<file path="src/rtl/fetch_responder_pkg.sv">
// Shared definitions for the instruction fetch responder: state encodings,
// default widths and the NOP word substituted when a fetch is aborted.
package fetch_responder_pkg;

    localparam int FETCH_STATE_WIDTH  = 2;
    localparam int DEFAULT_PC_WIDTH   = 32;
    localparam int DEFAULT_INST_WIDTH = 32;

    // addi x0, x0, 0 -- harmless filler returned by an aborted fetch
    localparam logic [31:0] INST_NOP = 32'h0000_0013;

    typedef enum logic [FETCH_STATE_WIDTH-1:0] {
        FETCH_STATE_IDLE = 2'd0,
        FETCH_STATE_ADDR = 2'd1,
        FETCH_STATE_DATA = 2'd2,
        FETCH_STATE_RESP = 2'd3
    } fetch_state_t;

    function automatic logic state_is_busy(input fetch_state_t s);
        return s != FETCH_STATE_IDLE;
    endfunction

endpackage

</file>
<file path="src/rtl/fetch_responder.sv">
// Single-outstanding instruction fetch: latch pc, run one address/data read on
// the instruction bus, return the word with a one-cycle inst_valid pulse.
// Optional macro FETCH_TIMEOUT_EN aborts a stalled fetch after TIMEOUT_CYCLES.
module fetch_responder
    import fetch_responder_pkg::*;
#(
    parameter int PC_WIDTH       = DEFAULT_PC_WIDTH,
    parameter int INST_WIDTH     = DEFAULT_INST_WIDTH,
    parameter int TIMEOUT_CYCLES = 64
) (
    input  logic                  clk,
    input  logic                  rst,
    input  logic                  inst_fetch,
    input  logic [PC_WIDTH-1:0]   pc,
    output logic                  inst_valid,
    output logic [INST_WIDTH-1:0] inst,
    output logic                  fetch_error,
    output logic                  busy,
    output logic                  ir_addr_valid,
    input  logic                  ir_addr_ready,
    output logic [PC_WIDTH-1:0]   ir_addr,
    input  logic                  ir_data_valid,
    output logic                  ir_data_ready,
    input  logic [INST_WIDTH-1:0] ir_data
);

    fetch_state_t          state_reg;
    logic [PC_WIDTH-1:0]   addr_reg;
    logic [INST_WIDTH-1:0] inst_reg;

`ifdef FETCH_TIMEOUT_EN
    localparam int CNT_W = $clog2(TIMEOUT_CYCLES) + 1;

    logic [CNT_W-1:0] tmo_cnt_reg;
    logic             abort_reg;
    logic             timeout_hit;

    assign timeout_hit = (tmo_cnt_reg == CNT_W'(TIMEOUT_CYCLES - 1));
    assign fetch_error = abort_reg && (state_reg == FETCH_STATE_RESP);
`else
    assign fetch_error = 1'b0;

    logic unused_timeout_cfg;
    assign unused_timeout_cfg = ^32'(TIMEOUT_CYCLES);
`endif

    // Every output is a pure decode of registered state: no input reaches an output.
    assign inst_valid    = (state_reg == FETCH_STATE_RESP);
    assign ir_addr_valid = (state_reg == FETCH_STATE_ADDR);
    assign ir_data_ready = (state_reg == FETCH_STATE_DATA);
    assign busy          = state_is_busy(state_reg);
    assign ir_addr       = addr_reg;
    assign inst          = inst_reg;

    logic unused_pc_low;
    assign unused_pc_low = ^pc[1:0];

    always_ff @(posedge clk) begin
        if (!rst) begin
            state_reg <= FETCH_STATE_IDLE;
            addr_reg  <= '0;
            inst_reg  <= '0;
`ifdef FETCH_TIMEOUT_EN
            tmo_cnt_reg <= '0;
            abort_reg   <= 1'b0;
`endif
        end else begin
            case (state_reg)
                FETCH_STATE_IDLE: begin
                    if (inst_fetch) begin
                        addr_reg  <= {pc[PC_WIDTH-1:2], 2'b00};
                        state_reg <= FETCH_STATE_ADDR;
                    end
`ifdef FETCH_TIMEOUT_EN
                    // IDLE always precedes ADDR, so clearing here is clearing on entry.
                    tmo_cnt_reg <= '0;
                    abort_reg   <= 1'b0;
`endif
                end

                FETCH_STATE_ADDR: begin
                    if (ir_addr_ready) begin
                        state_reg <= FETCH_STATE_DATA;
                    end
`ifdef FETCH_TIMEOUT_EN
                    else if (timeout_hit) begin
                        state_reg <= FETCH_STATE_RESP;
                        inst_reg  <= INST_WIDTH'(INST_NOP);
                        abort_reg <= 1'b1;
                    end
                    tmo_cnt_reg <= tmo_cnt_reg + 1'b1;
`endif
                end

                FETCH_STATE_DATA: begin
                    // A beat arriving on the expiry cycle still completes normally.
                    if (ir_data_valid) begin
                        inst_reg  <= ir_data;
                        state_reg <= FETCH_STATE_RESP;
                    end
`ifdef FETCH_TIMEOUT_EN
                    else if (timeout_hit) begin
                        state_reg <= FETCH_STATE_RESP;
                        inst_reg  <= INST_WIDTH'(INST_NOP);
                        abort_reg <= 1'b1;
                    end
                    tmo_cnt_reg <= tmo_cnt_reg + 1'b1;
`endif
                end

                FETCH_STATE_RESP: begin
                    state_reg <= FETCH_STATE_IDLE;
                end

                default: begin
                    state_reg <= FETCH_STATE_IDLE;
                end
            endcase
        end
    end

endmodule
</file>
<file path="config.mk">
export PLATFORM = sky130hd
export DESIGN_NAME = fetch_responder
export DESIGN_NICKNAME = d
export VERILOG_FILES = /design/src/rtl/fetch_responder_pkg.sv /design/src/rtl/fetch_responder.sv
export SDC_FILE = /design/constraint.sdc
export NUM_CORES = 1
export LEC_CHECK = 0
export CAP_MARGIN = 30
export CORE_ASPECT_RATIO = 1.2
export CORE_MARGIN = 2
export CORE_UTILIZATION = 38
export DETAILED_ROUTE_END_ITERATION = 10
export GPL_TIMING_DRIVEN = 1
export PLACE_DENSITY = 0.91
export SYNTH_ARGS = -nofsm -noshare
export SYNTH_HDL_FRONTEND = slang
export SYNTH_SLANG_ARGS = --single-unit
</file>
<file path="constraint.sdc">
create_clock -name clk -period 1.6 [get_ports clk]
set_input_delay 0.48 -clock clk [delete_from_list [all_inputs] [get_ports clk]]
set_output_delay 0.48 -clock clk [all_outputs]
set_load 0.05 [all_outputs]
</file>
==> flow_metrics.tcl, run 1 <==
set metrics [dict create \
    status "finished with violations" \
    violations "negative setup slack" \
    syn_avg_cell_area_um2 8.35 \
    die_area_mm2 0.00715 \
    globalRouteTotalUtil_pct 20.6 \
    cp.required_ps 1120 \
    ys_async_sr_fraction_pct 0 \
    rsz0062_at_grt "true" \
    synth_edf_count 0 \
    period_share_pct 100 \
    hp-start "inst[26]$_SDFFE_PN0P_" \
    first_pass_iters 6 \
    yosys.area.top_type "dfxtp_1" \
    post-route-min-period_ps 1600 \
    multi_input_comb_area_mm2 0.00110 \
    rows 32 \
    slew_viol_final 0 \
    synth_top_area_share_pct 52.0 \
    cts_tree "yes" \
    reg2reg_slack_ps 40 \
    grt_pass1_wl_um 11500 \
    first_iter_violations 75 \
    synth_commonest_cells "nand2_1 (129), dfxtp_1 (64), a21boi_0 (58), clkbuf_1 (9), buf_2 (8)" \
    die_h_um 92.2 \
    antenna_cells 0 \
    post_drt_wl_per_cell_um 13.7 \
    skew_ps 7.06 \
    drtAntennaViolNets 0 \
    io_pins 138 \
    critPathCaptureType "output pin" \
    yosysSeqAreaShare_pct 52.0 \
    setup_viol_count_final 1 \
    overflow 0 \
    start_kind "flop" \
    fin_ws_ps -1.37 \
    ctsHtreeMaxLevel 3 \
    n_fill_cell 403 \
    rr_endpoint "state_reg[1]$_SDFFE_PN0P_" \
    timing.fmax_ghz 0.624 \
    clockBufferDepth 2 \
    place_hpwl_um 5310 \
    synth_top_flop_cell "dfxtp_1" \
    pre_cts_ws_ps -163 \
    syn_inst 295 \
    largest_register_ffs 32 \
    drive_gt1_share_pct 23.1 \
    p_leak_nw 1.84 \
    clockRootBuffer "clkbuf_8" \
    synth_warnings 0 \
    area_delta_synth_final_pct 96.6 \
    crit_fanout 4 \
    cap_violations 0 \
    synth_area_mm2 0.00246 \
    fin_util_pct 76.1 \
    crit_buf_inv 2 \
    gp_congestion 0.687 \
    grt_max_degree 67 \
    drc 0 \
    vias_per_cell 4.71 \
    numCtsBuffers 9 \
    clk_pin_slew_ps 60 \
    arrival_ps 1120 \
    nets 500 \
    hold_depth 2 \
    vias 2433 \
    finalSetupTns_ps -1.37 \
    cp_slowest_cell "dfxtp_4" \
    min_path_type "flop to flop" \
    min_to "inst[26]$_SDFFE_PN0P_" \
    grt_pass1_vias 2456 \
    coreArea_mm2 0.00637 \
    rr_worst_depth 7 \
    cp_top_family "flip-flops" \
    io_buffers 132 \
    rr_startpoint "state_reg[1]$_SDFFE_PN0P_" \
    wirelength_um 7060 \
    synth_area_leaders "dfxtp_1 (52%), nand2_1 (20%), a21boi_0 (18%), ha_1 (2.0%), buf_2 (1.6%)" \
    ys_types 16 \
    path_cells "buf_6 -> ha_4 -> buf_12" \
    clkLatencyLatePin_ps 330 \
    hold_viol 0 \
    criticalPathCategory "flop to output pin" \
    die_w_um 77.5 \
    ir_drop_v 0.000740 \
    synth.most_common_cell "nand2_1" \
    initial_core_util_pct 38.7 \
    slowest_delay_ps 360 \
    powerDensity_mw_per_mm2 1400 \
    antenna_found_initial 0 \
    ys_ff_latch 64 \
    clock_sink_count 64 \
    regArea_mm2 0.00129 \
]
==> cell usage in the layout (no fill, tap or decap) <==
| cell | Yosys | layout |
|---|---|---|
| a21boi_0 | 58 | 58 |
| a21boi_1 | 4 | 4 |
| a222oi_1 | 1 | 1 |
| and2_1 | 1 | 1 |
| and2_2 | 1 | 1 |
| buf_12 | 0 | 71 |
| buf_2 | 8 | 1 |
| buf_4 | 3 | 3 |
| buf_6 | 0 | 2 |
| bufinv_16 | 0 | 1 |
| clkbuf_1 | 9 | 2 |
| clkbuf_8 | 0 | 11 |
| clkdlybuf4s50_1 | 0 | 65 |
| clkinv_2 | 0 | 2 |
| conb_1 | 1 | 3 |
| dfxtp_1 | 64 | 62 |
| dfxtp_4 | 0 | 2 |
| ha_1 | 4 | 1 |
| ha_4 | 0 | 3 |
| inv_1 | 6 | 3 |
| inv_4 | 0 | 3 |
| mux2i_1 | 2 | 2 |
| nand2_1 | 129 | 129 |
| o21ai_0 | 1 | 1 |
==> area by class of cell <==
class	instances	area share, %
clock inverter	3	0.827
inverter	6	0.620
multi-input combinational	204	22.7
sequential	64	26.6
tap	85	2.20
clock buffer	13	3.28
timing repair buffer	142	43.8
==> worst min-delay path, cell delays in order (launching register included) <==
cell	delay (ps)
dfxtp_1	330
nand2_1	60
a21boi_1	50
==> metal layers <==
metal	GRT usage [%]	part of all wire, %	vias up
met2	37.7	53	104
met5	0	0	-
li1	-	-	1195
met1	20.7	37	1116
met3	6.89	6.6	18
met4	9.97	2.9	0
==> cells by family (layout without fill, tap and decap cells) <==
group | Yosys count | after routing | synth area share, %
AND/OR/NAND/NOR | 131 | 131 | 20.2
AO/OA/AOI/OAI | 64 | 64 | 19.5
flip-flops | 64 | 64 | 52.0
buffers and inverters | 29 | 164 | 5.28
adder cells (fa/ha/maj) | 4 | 4 | 2.03
multiplexers | 2 | 2 | 0.813
other | 1 | 3 | 0.152
==> stage by stage <==
stage / instances / total power [mW] / cell area, um^2 / hold WS, ps
finish: 517 / 6.78 / 4840 / 496
global route: 517 / 7.10 / 4840 / 519
CTS: 515 / 6.71 / 4800 / 496
detailed placement: 498 / 5.22 / 4560 / 489
global placement: 498 / 5.13 / 4560 / 478
floorplan: 297 / 3.57 / 2470 / 469
==> where the power goes <==
part,switching [mW],internal (mW),total [mW]
clock network,0.575,0.801,1.38
logic,1.70,1.58,3.28
registers,0.269,1.85,2.12
==> how the worst max path moves through the flow <==
| stage | startpoint | endpoint | slack (ps) | depth (start not counted) |
|---|---|---|---|---|
| 3_5_place_dp | inst_fetch | ir_addr[8]$_SDFFE_PN0P_ | -160 | 6 |
| 5_1_grt | state_reg[1]$_SDFFE_PN0P_ | busy | -40 | 4 |
| 2_1_floorplan | state_reg[1]$_SDFFE_PN0P_ | state_reg[0]$_SDFFE_PN0P_ | 110 | 4 |
| 6_report | state_reg[0]$_SDFFE_PN0P_ | ir_addr_valid | -1 | 3 |
| 4_1_cts | state_reg[1]$_SDFFE_PN0P_ | ir_addr_valid | -40 | 3 |
| 3_3_place_gp | inst_fetch | state_reg[1]$_SDFFE_PN0P_ | -120 | 5 |
==> timing repair <==
action,in CTS,in global routing
gates resized for setup,10,7
endpoints found under the setup margin,4,4
pin swaps,1,1
buffers inserted,1,2
hold buffers,0,0
cloned,0,0
(Power assumes the default switching activity.)
==> run 2: changes to the inputs <==
--- a/config.mk
+++ b/config.mk
@@ -11,7 +11,9 @@
 export CORE_UTILIZATION = 38
 export DETAILED_ROUTE_END_ITERATION = 10
 export GPL_TIMING_DRIVEN = 1
+export MAX_ROUTING_LAYER = met4
 export PLACE_DENSITY = 0.91
+export RECOVER_POWER = 25
 export SYNTH_ARGS = -nofsm -noshare
 export SYNTH_HDL_FRONTEND = slang
 export SYNTH_SLANG_ARGS = --single-unit
==> flow_metrics.tcl, run 2 (synthesis gave the netlist of run 1 again) <==
set metrics [dict create \
    reg2reg_slack_ps 50 \
    critPathCaptureType "output pin" \
    area_delta_synth_final_pct 83.9 \
    clockRootBuffer "clkbuf_8" \
    period_share_pct 100 \
    cts_tree "yes" \
    die_area_mm2 0.00715 \
    criticalPathCategory "flop to output pin" \
    hold_viol 0 \
    cp.required_ps 1120 \
    place_hpwl_um 5310 \
    clockBufferDepth 2 \
    hold_depth 2 \
    globalRouteTotalUtil_pct 21.2 \
    drc 0 \
    final_common_cell "nand2_1" \
    timing.fmax_ghz 0.624 \
    min_path_type "flop to flop" \
    first_iter_violations 88 \
    rsz0062_at_grt "true" \
    slowest_delay_ps 360 \
    io_buffers 132 \
    grt_pass1_vias 2464 \
    gp_congestion 0.694 \
    slew_viol_final 0 \
    initial_core_util_pct 38.7 \
    p_leak_nw 1.76 \
    fin_ws_ps -2.75 \
    vias_per_cell 4.68 \
    post_drt_wl_per_cell_um 13.7 \
    hold_slack_ps 460 \
    ctsHtreeMaxLevel 3 \
    n_fill_cell 443 \
    cp_slowest_cell "dfxtp_4" \
    numCtsBuffers 9 \
    clk_pin_slew_ps 60 \
    start_kind "flop" \
    io_pins 138 \
    setup_viol_count_final 1 \
    placed_cells 498 \
    rr_startpoint "state_reg[1]$_SDFFE_PN0P_" \
    ir_drop_v 0.000731 \
    drtAntennaViolNets 0 \
    die_w_um 77.5 \
    rr_endpoint "state_reg[1]$_SDFFE_PN0P_" \
    wirelength_um 7110 \
    status "finished with violations" \
    grt_max_degree 67 \
    cap_violations 0 \
    largest_register_ffs 32 \
    grt_pass1_wl_um 11500 \
    violations "negative setup slack" \
    crit_buf_inv 2 \
    die_h_um 92.2 \
    first_pass_iters 4 \
    cp_top_family "flip-flops" \
    post-route-min-period_ps 1600 \
    nets 500 \
    overflow 0 \
    vias 2419 \
    powerDensity_mw_per_mm2 1430 \
    path_cells "buf_6 -> ha_4 -> buf_12" \
    hp-start "inst[11]$_SDFFE_PN0P_" \
    clkLatencyLatePin_ps 340 \
    antenna_cells 0 \
    arrival_ps 1120 \
    antenna_found_initial 0 \
    rows 32 \
    coreArea_mm2 0.00637 \
    clock_sink_count 64 \
    rr_worst_depth 7 \
    instances_no_fill 517 \
    skew_ps 6.94 \
    min_to "inst[11]$_SDFFE_PN0P_" \
    crit_fanout 4 \
    layout_common_cells "nand2_1 (129), clkdlybuf4s50_1 (65), dfxtp_1 (62), a21boi_0 (59), buf_12 (50)" \
    drive_gt1_share_pct 23.1 \
]
## run 2: changes by cell type in the layout (fill, tap and decap cells not counted), sizes merged
| cell | before | now |
|---|---|---|
| buf | 77 | 56 |
| clkbuf | 13 | 34 |
## run 2: what timing repair did
item	CTS	global route
gates resized for setup	10	7
pin swaps	1	1
hold buffers	0	0
setup endpoints to repair	4	4
setup buffers	1	2
hold endpoints to repair	0	0
## run 2: worst max path at each step
stage / startpoint / endpoint / cells past startpoint
floorplan: state_reg[1]$_SDFFE_PN0P_ / state_reg[0]$_SDFFE_PN0P_ / 4
global placement: inst_fetch / state_reg[1]$_SDFFE_PN0P_ / 5
detailed placement: inst_fetch / ir_addr[8]$_SDFFE_PN0P_ / 6
CTS: state_reg[1]$_SDFFE_PN0P_ / ir_addr_valid / 3
global route: state_reg[1]$_SDFFE_PN0P_ / busy / 4
finish: state_reg[0]$_SDFFE_PN0P_ / ir_addr_valid / 3
## run 2: where the power goes
part           internal (mW)  total (mW)  leakage [nW]  switching, mW
sequential              1.85        2.08         0.522          0.229
clock                  0.801        1.37         0.103          0.574
combinational           1.35        3.05          1.14           1.69
total                   4.01        6.50          1.76           2.49
## run 2: cell type report
| cell class | instances | area [um^2] | share of cell area [%] |
|---|---|---|---|
| Inverter | 6 | 30.0 | 0.663 |
| Multi-Input combinational cell | 204 | 1100 | 24.2 |
| Tap cell | 85 | 106 | 2.35 |
| Clock inverter | 3 | 40.0 | 0.884 |
| Clock buffer | 13 | 159 | 3.51 |
| Sequential cell | 64 | 1290 | 28.4 |
| Timing Repair Buffer | 142 | 1810 | 39.9 |
## run 2: through the flow
stage	TNS [ps]	power, mW	instance area, um^2	util [%]	worst slack [ps]
after global routing	-151	6.82	4530	71.2	-36.9
after CTS	-64.2	6.71	4800	75.4	-39.8
after detailed placement	-5500	5.22	4560	71.7	-163
after floorplan	0	3.57	2470	-	113
final	-2.75	6.50	4530	71.2	-2.75
after global placement	-2210	5.13	4560	71.7	-125
## run 2: worst register-to-register path: cells and delay by family (launching register included)
kind,cells,cell delay (ps)
AOI/OAI and AO/OA,1,290
adders and majority gates,1,160
DFF,1,380
buffers and inverters,4,470
muxes,1,160
## run 2: routing by layer
| metal | track usage [%] | share of wire (%) | vias up |
|---|---|---|---|
| li1 | - | - | 1198 |
| met1 | 21.6 | 39 | 1107 |
| met2 | 37.7 | 53 | 98 |
| met3 | 4.92 | 5.4 | 16 |
| met4 | 10.9 | 2.6 | 0 |
| met5 | - | 0 | - |
==> variant (settings of run 2) <==
Set the package constant `DEFAULT_INST_WIDTH` to 48 (it was 32).
--- a/src/rtl/fetch_responder_pkg.sv
+++ b/src/rtl/fetch_responder_pkg.sv
@@ -4,7 +4,7 @@
 
     localparam int FETCH_STATE_WIDTH  = 2;
     localparam int DEFAULT_PC_WIDTH   = 32;
-    localparam int DEFAULT_INST_WIDTH = 32;
+    localparam int DEFAULT_INST_WIDTH = 48;
 
     // addi x0, x0, 0 -- harmless filler returned by an aborted fetch
     localparam logic [31:0] INST_NOP = 32'h0000_0013;
Interface: changed (resized inst and ir_data); port bits go from 138 to 170. No check against the original RTL was run, so the function may have changed too.
==> variant against run 2 <==
The run still ends with negative setup slack left. Die area increased by 23%. Sequential cell count increased by 16. Critical endpoint is now ir_data_ready. Highest routed layer unchanged. Wire length increased by 27%. Total power increased by 14%. Area after synthesis increased by 24%. Design area increased by 18%. Setup slack got worse by 0.0064 ns. Largest power group unchanged. Worst hold slack improved by 0.0031 ns.
==> variant: results <==
export IMPL_io_buffers=164
export IMPL_ir_worst_vdd_v=0.000676
export IMPL_use_met2_pct=39.4
export IMPL_grt_first_pass_wirelength_mm=14.4
export IMPL_synthAdderAreaFrac_pct=1.63
export IMPL_drive_gt1_share_pct=22.9
export IMPL_met1_usage_pct=22.0
export IMPL_clkSlewWorstSetupHoldPaths_ns=0.08
export IMPL_n_all_inverters=6
export IMPL_yosys_mux_area_fraction_pct=0.653
export IMPL_setup_viol=2
export IMPL_grt_max_degree=83
export IMPL_grt_use_total_pct=21.5
export IMPL_fin_ws_ns=-0.00916
export IMPL_synth_compound_area_share_pct=19.6
export IMPL_grt_pass1_vias=3097
export IMPL_routed_via_density=4.72
export IMPL_violations="negative setup slack"
export IMPL_cts_root_buf="clkbuf_8"
export IMPL_synth_seq_area_share_pct=52.2
export IMPL_status="complete, but fails checks"
export IMPL_seq_cell_count=80
export IMPL_wl_met2_mm=4.84
export IMPL_multi_input_cells=252
export IMPL_synthArstFlopShare_pct=0
export IMPL_buf_share_pct=38.8
export IMPL_post_cts_buffers=2
export IMPL_dpl_hpwl_mm=6.86
export IMPL_netlist_top_cells_area="dfxtp_1 52%, nand2_1 20%, a21boi_0 19%, ha_1 1.6%, clkbuf_1 1.6%"
export IMPL_max_stage_delay_ns=0.36
export IMPL_largest_reg_flops=48
export IMPL_fill_cells=591
export IMPL_setup_tns_ns=-0.0123
export IMPL_crit_family="flip-flops"
export IMPL_critPathArrivalTime_ns=1.13
export IMPL_cts_inserted_buffers=9
export IMPL_drt_iter0_drc=107
export IMPL_cp_max_fo=4
export IMPL_post_drt_wl_per_cell_um=14.6
export IMPL_clock_tree_area_fraction_pct=3.62
export IMPL_clock_power_share_pct=20.1
export IMPL_final_setup_skew_ns=0.0105
export IMPL_cellLeakagePower_nw=2.08
export IMPL_ctsResizeCount=13
export IMPL_gp_congestion=0.764
export IMPL_synth_common_cells="161 x nand2_1, 80 x dfxtp_1, 78 x a21boi_0, 13 x clkbuf_1, 8 x buf_2"
export IMPL_wl_met3_um=626
export IMPL_seq_area_share_pct=30.0
export IMPL_nets=614
export IMPL_wl_met1_mm=3.35
export IMPL_p_sw_share_pct=39.2
export IMPL_maxUsedRoutingLayer="met4"
export IMPL_use_met3_pct=4.68
export IMPL_hp_class="reg2reg"
export IMPL_nClkBuffers=10
export IMPL_synth_cell_types=15
export IMPL_powerSeq_mw=2.52
export IMPL_multi_input_area_share_pct=24.8
export IMPL_nNonClkBuffers=176
-- variant: final timing paths --
path / startpoint / endpoint / slack, ns / cells after the start
worst min register to register: inst[16] / inst[16] / 0.46 / 2
worst max-delay path: state_reg[1] / ir_data_ready / -0.009 / 3
worst min-delay path: inst[16] / inst[16] / 0.46 / 2
worst max register to register: state_reg[1] / inst[34] / 0.11 / 7
-- variant: worst min-delay path: cells and delay by family, from the launching register on --
kind | cells | cell delay, ns
AO/OA/AOI/OAI | 1 | 0.06
flip-flops | 1 | 0.31
AND/OR/NAND/NOR | 1 | 0.04
-- variant: stage by stage --
step	hold WS, ns	area (µm²)	std cells	worst slack [ns]	power [mW]
finish	0.463	5360	621	-0.00916	7.39
global route	0.483	5360	621	-0.0549	7.76
CTS	0.505	5880	620	-0.0201	7.82
detailed placement	0.493	5630	603	-0.240	6.21
global placement	0.477	5630	603	-0.164	6.10
floorplan	0.469	3080	366	0.113	4.30
